--- config.mk ---
export PLATFORM = sky130hd
export DESIGN_NAME = mult_div_unit
export DESIGN_NICKNAME = d
export VERILOG_FILES = /design/src/rtl/mult_div_pkg.sv /design/src/rtl/mult_div_unit.sv
export SDC_FILE = /design/constraint.sdc
export NUM_CORES = 1
export LEC_CHECK = 0
export CAP_MARGIN = 20
export CORE_UTILIZATION = 41
export CTS_CLUSTER_SIZE = 40
export DETAILED_ROUTE_END_ITERATION = 7
export GPL_TIMING_DRIVEN = 1
export SKIP_CTS_REPAIR_TIMING = 1
export SYNTH_ARGS = -nofsm -noshare
export SYNTH_HDL_FRONTEND = slang
export SYNTH_SLANG_ARGS = --single-unit
--- constraint.sdc ---
create_clock -name clk -period 13.5 [get_ports clk]
set_input_delay 2.7 -clock clk [delete_from_list [all_inputs] [get_ports clk]]
set_output_delay 2.7 -clock clk [all_outputs]
set_load 0.01 [all_outputs]
--- src/rtl/mult_div_pkg.sv ---
// Shared definitions for the iterative multiply/divide unit:
// operation encodings, FSM states and small op-decoding helpers.
package mult_div_pkg;

  localparam logic [1:0] OP_MULT  = 2'b00;
  localparam logic [1:0] OP_MULTU = 2'b01;
  localparam logic [1:0] OP_DIV   = 2'b10;
  localparam logic [1:0] OP_DIVU  = 2'b11;

  typedef enum logic [1:0] {
    ST_IDLE = 2'd0,
    ST_RUN  = 2'd1,
    ST_FIX  = 2'd2,
    ST_DONE = 2'd3
  } state_e;

  function automatic logic isDivOp(input logic [1:0] code);
    return code[1];
  endfunction

  function automatic logic isSignedOp(input logic [1:0] code);
    return ~code[0];
  endfunction

endpackage

--- src/rtl/mult_div_unit.sv ---
// Iterative multiply/divide unit: WIDTH-cycle shift-add multiply or restoring
// divide on operand magnitudes, followed by a one-cycle sign fix-up.
module mult_div_unit
  import mult_div_pkg::*;
#(
  parameter int WIDTH = 32
) (
  input  logic             clk,
  input  logic             reset,
  input  logic             start,
  input  logic [1:0]       op,
  input  logic [WIDTH-1:0] src_a,
  input  logic [WIDTH-1:0] src_b,
  output logic             busy,
  output logic             done,
  output logic             div0,
  output logic [WIDTH-1:0] hi,
  output logic [WIDTH-1:0] lo
);

  localparam int CNT_W = $clog2(WIDTH + 1);

  state_e               state_q, state_d;
  logic [CNT_W-1:0]     cnt_q, cnt_d;
  logic [2*WIDTH-1:0]   acc_q, acc_d;
  logic [WIDTH-1:0]     opnd_q, opnd_d;
  logic [WIDTH-1:0]     hi_q, hi_d;
  logic [WIDTH-1:0]     lo_q, lo_d;
  logic                 isDiv_q, isDiv_d;
  logic                 negRes_q, negRes_d;
  logic                 negRem_q, negRem_d;
  logic                 div0_q, div0_d;

  logic                 aNeg, bNeg;
  logic [WIDTH-1:0]     aMag, bMag;
  logic [WIDTH:0]       mulSum;
  logic [WIDTH:0]       divTrial;
  logic [2*WIDTH-1:0]   mulStep, divStep, prodFix;
  logic [WIDTH-1:0]     quoFix, remFix;

  assign aNeg = isSignedOp(op) & src_a[WIDTH-1];
  assign bNeg = isSignedOp(op) & src_b[WIDTH-1];
  assign aMag = aNeg ? -src_a : src_a;
  assign bMag = bNeg ? -src_b : src_b;

  // acc holds {partial product, remaining multiplier bits} when multiplying and
  // {partial remainder, remaining dividend / quotient bits} when dividing.
  assign mulSum   = {1'b0, acc_q[2*WIDTH-1:WIDTH]} + {1'b0, opnd_q};
  assign mulStep  = acc_q[0] ? {mulSum, acc_q[WIDTH-1:1]} : {1'b0, acc_q[2*WIDTH-1:1]};
  assign divTrial = acc_q[2*WIDTH-1:WIDTH-1] - {1'b0, opnd_q};
  assign divStep  = divTrial[WIDTH] ? {acc_q[2*WIDTH-2:0], 1'b0}
                                    : {divTrial[WIDTH-1:0], acc_q[WIDTH-2:0], 1'b1};

  assign prodFix = negRes_q ? -acc_q : acc_q;
  assign quoFix  = negRes_q ? -acc_q[WIDTH-1:0] : acc_q[WIDTH-1:0];
  assign remFix  = negRem_q ? -acc_q[2*WIDTH-1:WIDTH] : acc_q[2*WIDTH-1:WIDTH];

  always_ff @(posedge clk or posedge reset) begin
    if (reset) begin
      state_q  <= ST_IDLE;
      cnt_q    <= '0;
      acc_q    <= '0;
      opnd_q   <= '0;
      hi_q     <= '0;
      lo_q     <= '0;
      isDiv_q  <= 1'b0;
      negRes_q <= 1'b0;
      negRem_q <= 1'b0;
      div0_q   <= 1'b0;
    end else begin
      state_q  <= state_d;
      cnt_q    <= cnt_d;
      acc_q    <= acc_d;
      opnd_q   <= opnd_d;
      hi_q     <= hi_d;
      lo_q     <= lo_d;
      isDiv_q  <= isDiv_d;
      negRes_q <= negRes_d;
      negRem_q <= negRem_d;
      div0_q   <= div0_d;
    end
  end

  always_comb begin
    state_d  = state_q;
    cnt_d    = cnt_q;
    acc_d    = acc_q;
    opnd_d   = opnd_q;
    hi_d     = hi_q;
    lo_d     = lo_q;
    isDiv_d  = isDiv_q;
    negRes_d = negRes_q;
    negRem_d = negRem_q;
    div0_d   = div0_q;
    case (state_q)
      ST_IDLE: begin
        if (start) begin
          isDiv_d = isDivOp(op);
          if (isDivOp(op) && (src_b == '0)) begin
            div0_d  = 1'b1;
            state_d = ST_DONE;
          end else begin
            div0_d   = 1'b0;
            cnt_d    = CNT_W'(WIDTH);
            negRes_d = aNeg ^ bNeg;
            state_d  = ST_RUN;
            if (isDivOp(op)) begin
              opnd_d   = bMag;
              acc_d    = {{WIDTH{1'b0}}, aMag};
              negRem_d = aNeg;
            end else begin
              opnd_d   = aMag;
              acc_d    = {{WIDTH{1'b0}}, bMag};
              negRem_d = 1'b0;
            end
          end
        end
      end
      ST_RUN: begin
        cnt_d = cnt_q - 1'b1;
        acc_d = isDiv_q ? divStep : mulStep;
        if (cnt_q == CNT_W'(1)) begin
          state_d = ST_FIX;
        end
      end
      ST_FIX: begin
        if (isDiv_q) begin
          hi_d = remFix;
          lo_d = quoFix;
        end else begin
          hi_d = prodFix[2*WIDTH-1:WIDTH];
          lo_d = prodFix[WIDTH-1:0];
        end
        state_d = ST_DONE;
      end
      ST_DONE: begin
        state_d = ST_IDLE;
      end
      default: begin
        state_d = ST_IDLE;
      end
    endcase
  end

  assign busy = (state_q != ST_IDLE);
  assign done = (state_q == ST_DONE);
  assign div0 = div0_q;
  assign hi   = hi_q;
  assign lo   = lo_q;

endmodule
==> reports/metrics.cfg <==
[timing]
timing.hold.ws_ns=0.488
finalHoldViolCount=0
finalCritPeriodShare_pct=46.8
tightest_slew_ns=1.05
fin_crit_ns=6.32
fin_tns_setup_ns=0
slew_headroom_pct=30.0
finalSetupViolations=0
fmax_ghz=0.158
final_max_slew_viol_count=0
grt_setup_unrepaired=no
clock_skew_ns=0.0165

[logic_synthesis]
ys_ff_latch=172
synth_edf_count=0
ys_top_cells_by_area=dfrtp_1, a21oi_1, ha_1
syn_area_sq_um=15100
ys_types=81
syn_area_per_cell_sq_um=7.97
synth_warnings=0
ys.flop_type=dfrtp_1
synthCells=1900
yosysMostFrequentCell=a21oi_1
synthArstFlopShare_pct=100
synth_nets=2046
synth_top_cell_area_share_pct=28.4
synth_top_area_cell=dfrtp_1
synth_common_cells=a21oi_1, nor2_1, dfrtp_1
ys_seq_area_share_pct=28.4

[global_routing]
grtUsageMet3_pct=6.04
antenna_found_initial=1
track_usage_pct=27.1
grt_max_degree=110
grt.busiest_layer=met2
use_met2_pct=43.2
grt_pass1_wl_mm=79.3
grt_use_met1_pct=35.5
overflow=0
grt_pass1_vias=13900

[worst_hold_path]
hp-start=div0
min_to=div0
hold_class=register to register
min_path_cells=2

[floorplanning]
start_util_pct=41.6
fp.dieArea_sq_um=37700
fp-row-count=70
core_sq_um=36400
fp.dieW_um=194
boundaryPins=136
chipHeight_um=194

[setup_path]
crit_slowest_cell=or4_1
reg2regPathDepth=11
crit_buf_inv=3
r2r_slack_ns=9.18
critical-path-top-delay-family=buffers and inverters
cp_cell_sequence=clkdlybuf4s50_1 > or4_1 > or4_1 > o41ai_4 > buf_4 > a21boi_4 > buf_4 > or4_1 > nor3_1 > xnor2_1 > o21ai_0
crit_required_ns=13.81
cp.arrival_ns=6.62
reg2reg_to=acc_q[41]
r2r_start=acc_q[46]
cp.depth=11
critical_path_class=input port to register
start_kind=input port
cp_slowest_stage_delay_ns=0.61
critPathCaptureType=register
crit_top_cell=or4_1
path_max_fanout=71

[clock_network]
cts_tree=built
cts_buffers=17
htreeDepth=4
cts_root_buf=clkbuf_16
clk_pin_slew_worst_paths_ns=0.07
cts_buffer_depth=2
cts.sinks=172
clk_latency_ns=0.46

[cells_and_area]
drive_above_1_share_pct=6.91
multi_input_area_sq_um=10100
nets=2102
antennaDiodeCount=0
seq_area_sq_um=4310
fill_cells=3623
fin_area_sq_um=17400
area_delta_synth_final_pct=15.1

[pwr]
power_frac_comb_pct=51.1
netSwitchingPower_uw=1270
power.density_nw_per_um2=158
p_leak_uw=0.00731
p_seq_share_pct=29.8
peakVddDrop_mv=0.0976
internal_power_uw=1480
clkPwrFrac_pct=19.0
netSwitchingFraction_pct=46.1

[routing]
ant_nets=0
initialDrtViolationCount=944
viasPerCell=5.93
drtPass1Iterations=5
drcViolationCount=0
vias=14500
wl_per_cell_um=20.8
finalWirelength_mm=50.7

[run]
cap_viol_max_count=0

[place]
post-dp-hpwl_mm=38.9
port_buffers=135
gp_congestion=0.911
dpl-instance-area_sq_um=16800

[outcome]
outcome=finished clean

[placed cells by master, fill, tap and decap left out, drive strengths merged, types with 43 or more instances in the layout]
master         count
nor2             214
a21oi            227
clkdlybuf4s50    134
ha                75
mux2i             47
nor3              43
xnor2             77
nand2            153
xor2              89
mux2              53
inv               79
o21ai            131
dfrtp            172
[state kept, by name, indices dropped and copies added (netlist names)]
name,cells
acc_q,64
opnd_q,32
negRes_q,1
cnt_q,6
div0,1
isDiv_q,1
lo,32
state_q,2
negRem_q,1
hi,32
[tightest hold or removal path: cells and delay by family (launching register included)]
kind,cells,cell delay [ns]
AND/OR/NAND/NOR,1,0.05
AO/OA/AOI/OAI,1,0.05
flip-flops,1,0.35
[routing by layer]
layer	wire length, um	vias to the layer above
li1	-	6987
met1	22500	6869
met2	23000	507
met3	3390	90
met4	1780	2
met5	8	-
[how the worst max path moves through the flow]
stage | start | end | slack (ns)
3_3_place_gp | src_b[19] | cnt_q[5] | 6.83
3_5_place_dp | src_b[19] | cnt_q[5] | 6.72
5_1_grt | src_b[19] | cnt_q[5] | 6.98
4_1_cts | src_b[19] | cnt_q[5] | 7.21
2_1_floorplan | reset | acc_q[0] | 6.14
6_report | src_b[19] | cnt_q[5] | 7.18
[metrics by stage]
step           instances  power (uW)  utilization (%)  setup slack (ns)
2_1_floorplan       1900        1800                -              6.14
3_3_place_gp        2403        2200             46.0              6.83
3_5_place_dp        2403        2210             46.0              6.72
4_1_cts             2435        2740             47.7              7.21
5_1_grt             2437        2930             47.8              6.98
6_report            2437        2750             47.8              7.18
[cell type report]
class / instances / area share [%]
timing repair buffer: 155 / 8.79
clock buffer: 20 / 2.62
sequential: 172 / 24.7
inverter: 75 / 1.64
clock inverter: 12 / 0.890
multi-input combinational: 1535 / 58.0
tap: 468 / 3.36
[power by group through the flow]
stage / registers (uW) / clock network [uW] / logic, uW
after floorplan: 703 / 0 / 1100
after global placement: 820 / 0 / 1380
after detailed placement: 824 / 0 / 1390
after CTS: 814 / 532 / 1400
after global routing: 835 / 555 / 1550
final: 820 / 524 / 1410
[logic make-up after synthesis]
| group | after synthesis | synth area share (%) |
|---|---|---|
| xor+xnor | 166 | 9.60 |
| simple gates | 584 | 18.2 |
| buf+inv | 193 | 5.00 |
| flops | 172 | 28.4 |
| fa+ha+maj | 77 | 6.46 |
| compound gates | 608 | 25.2 |
| mux | 100 | 7.05 |
No activity file was read; power rests on OpenSTA's default activity.
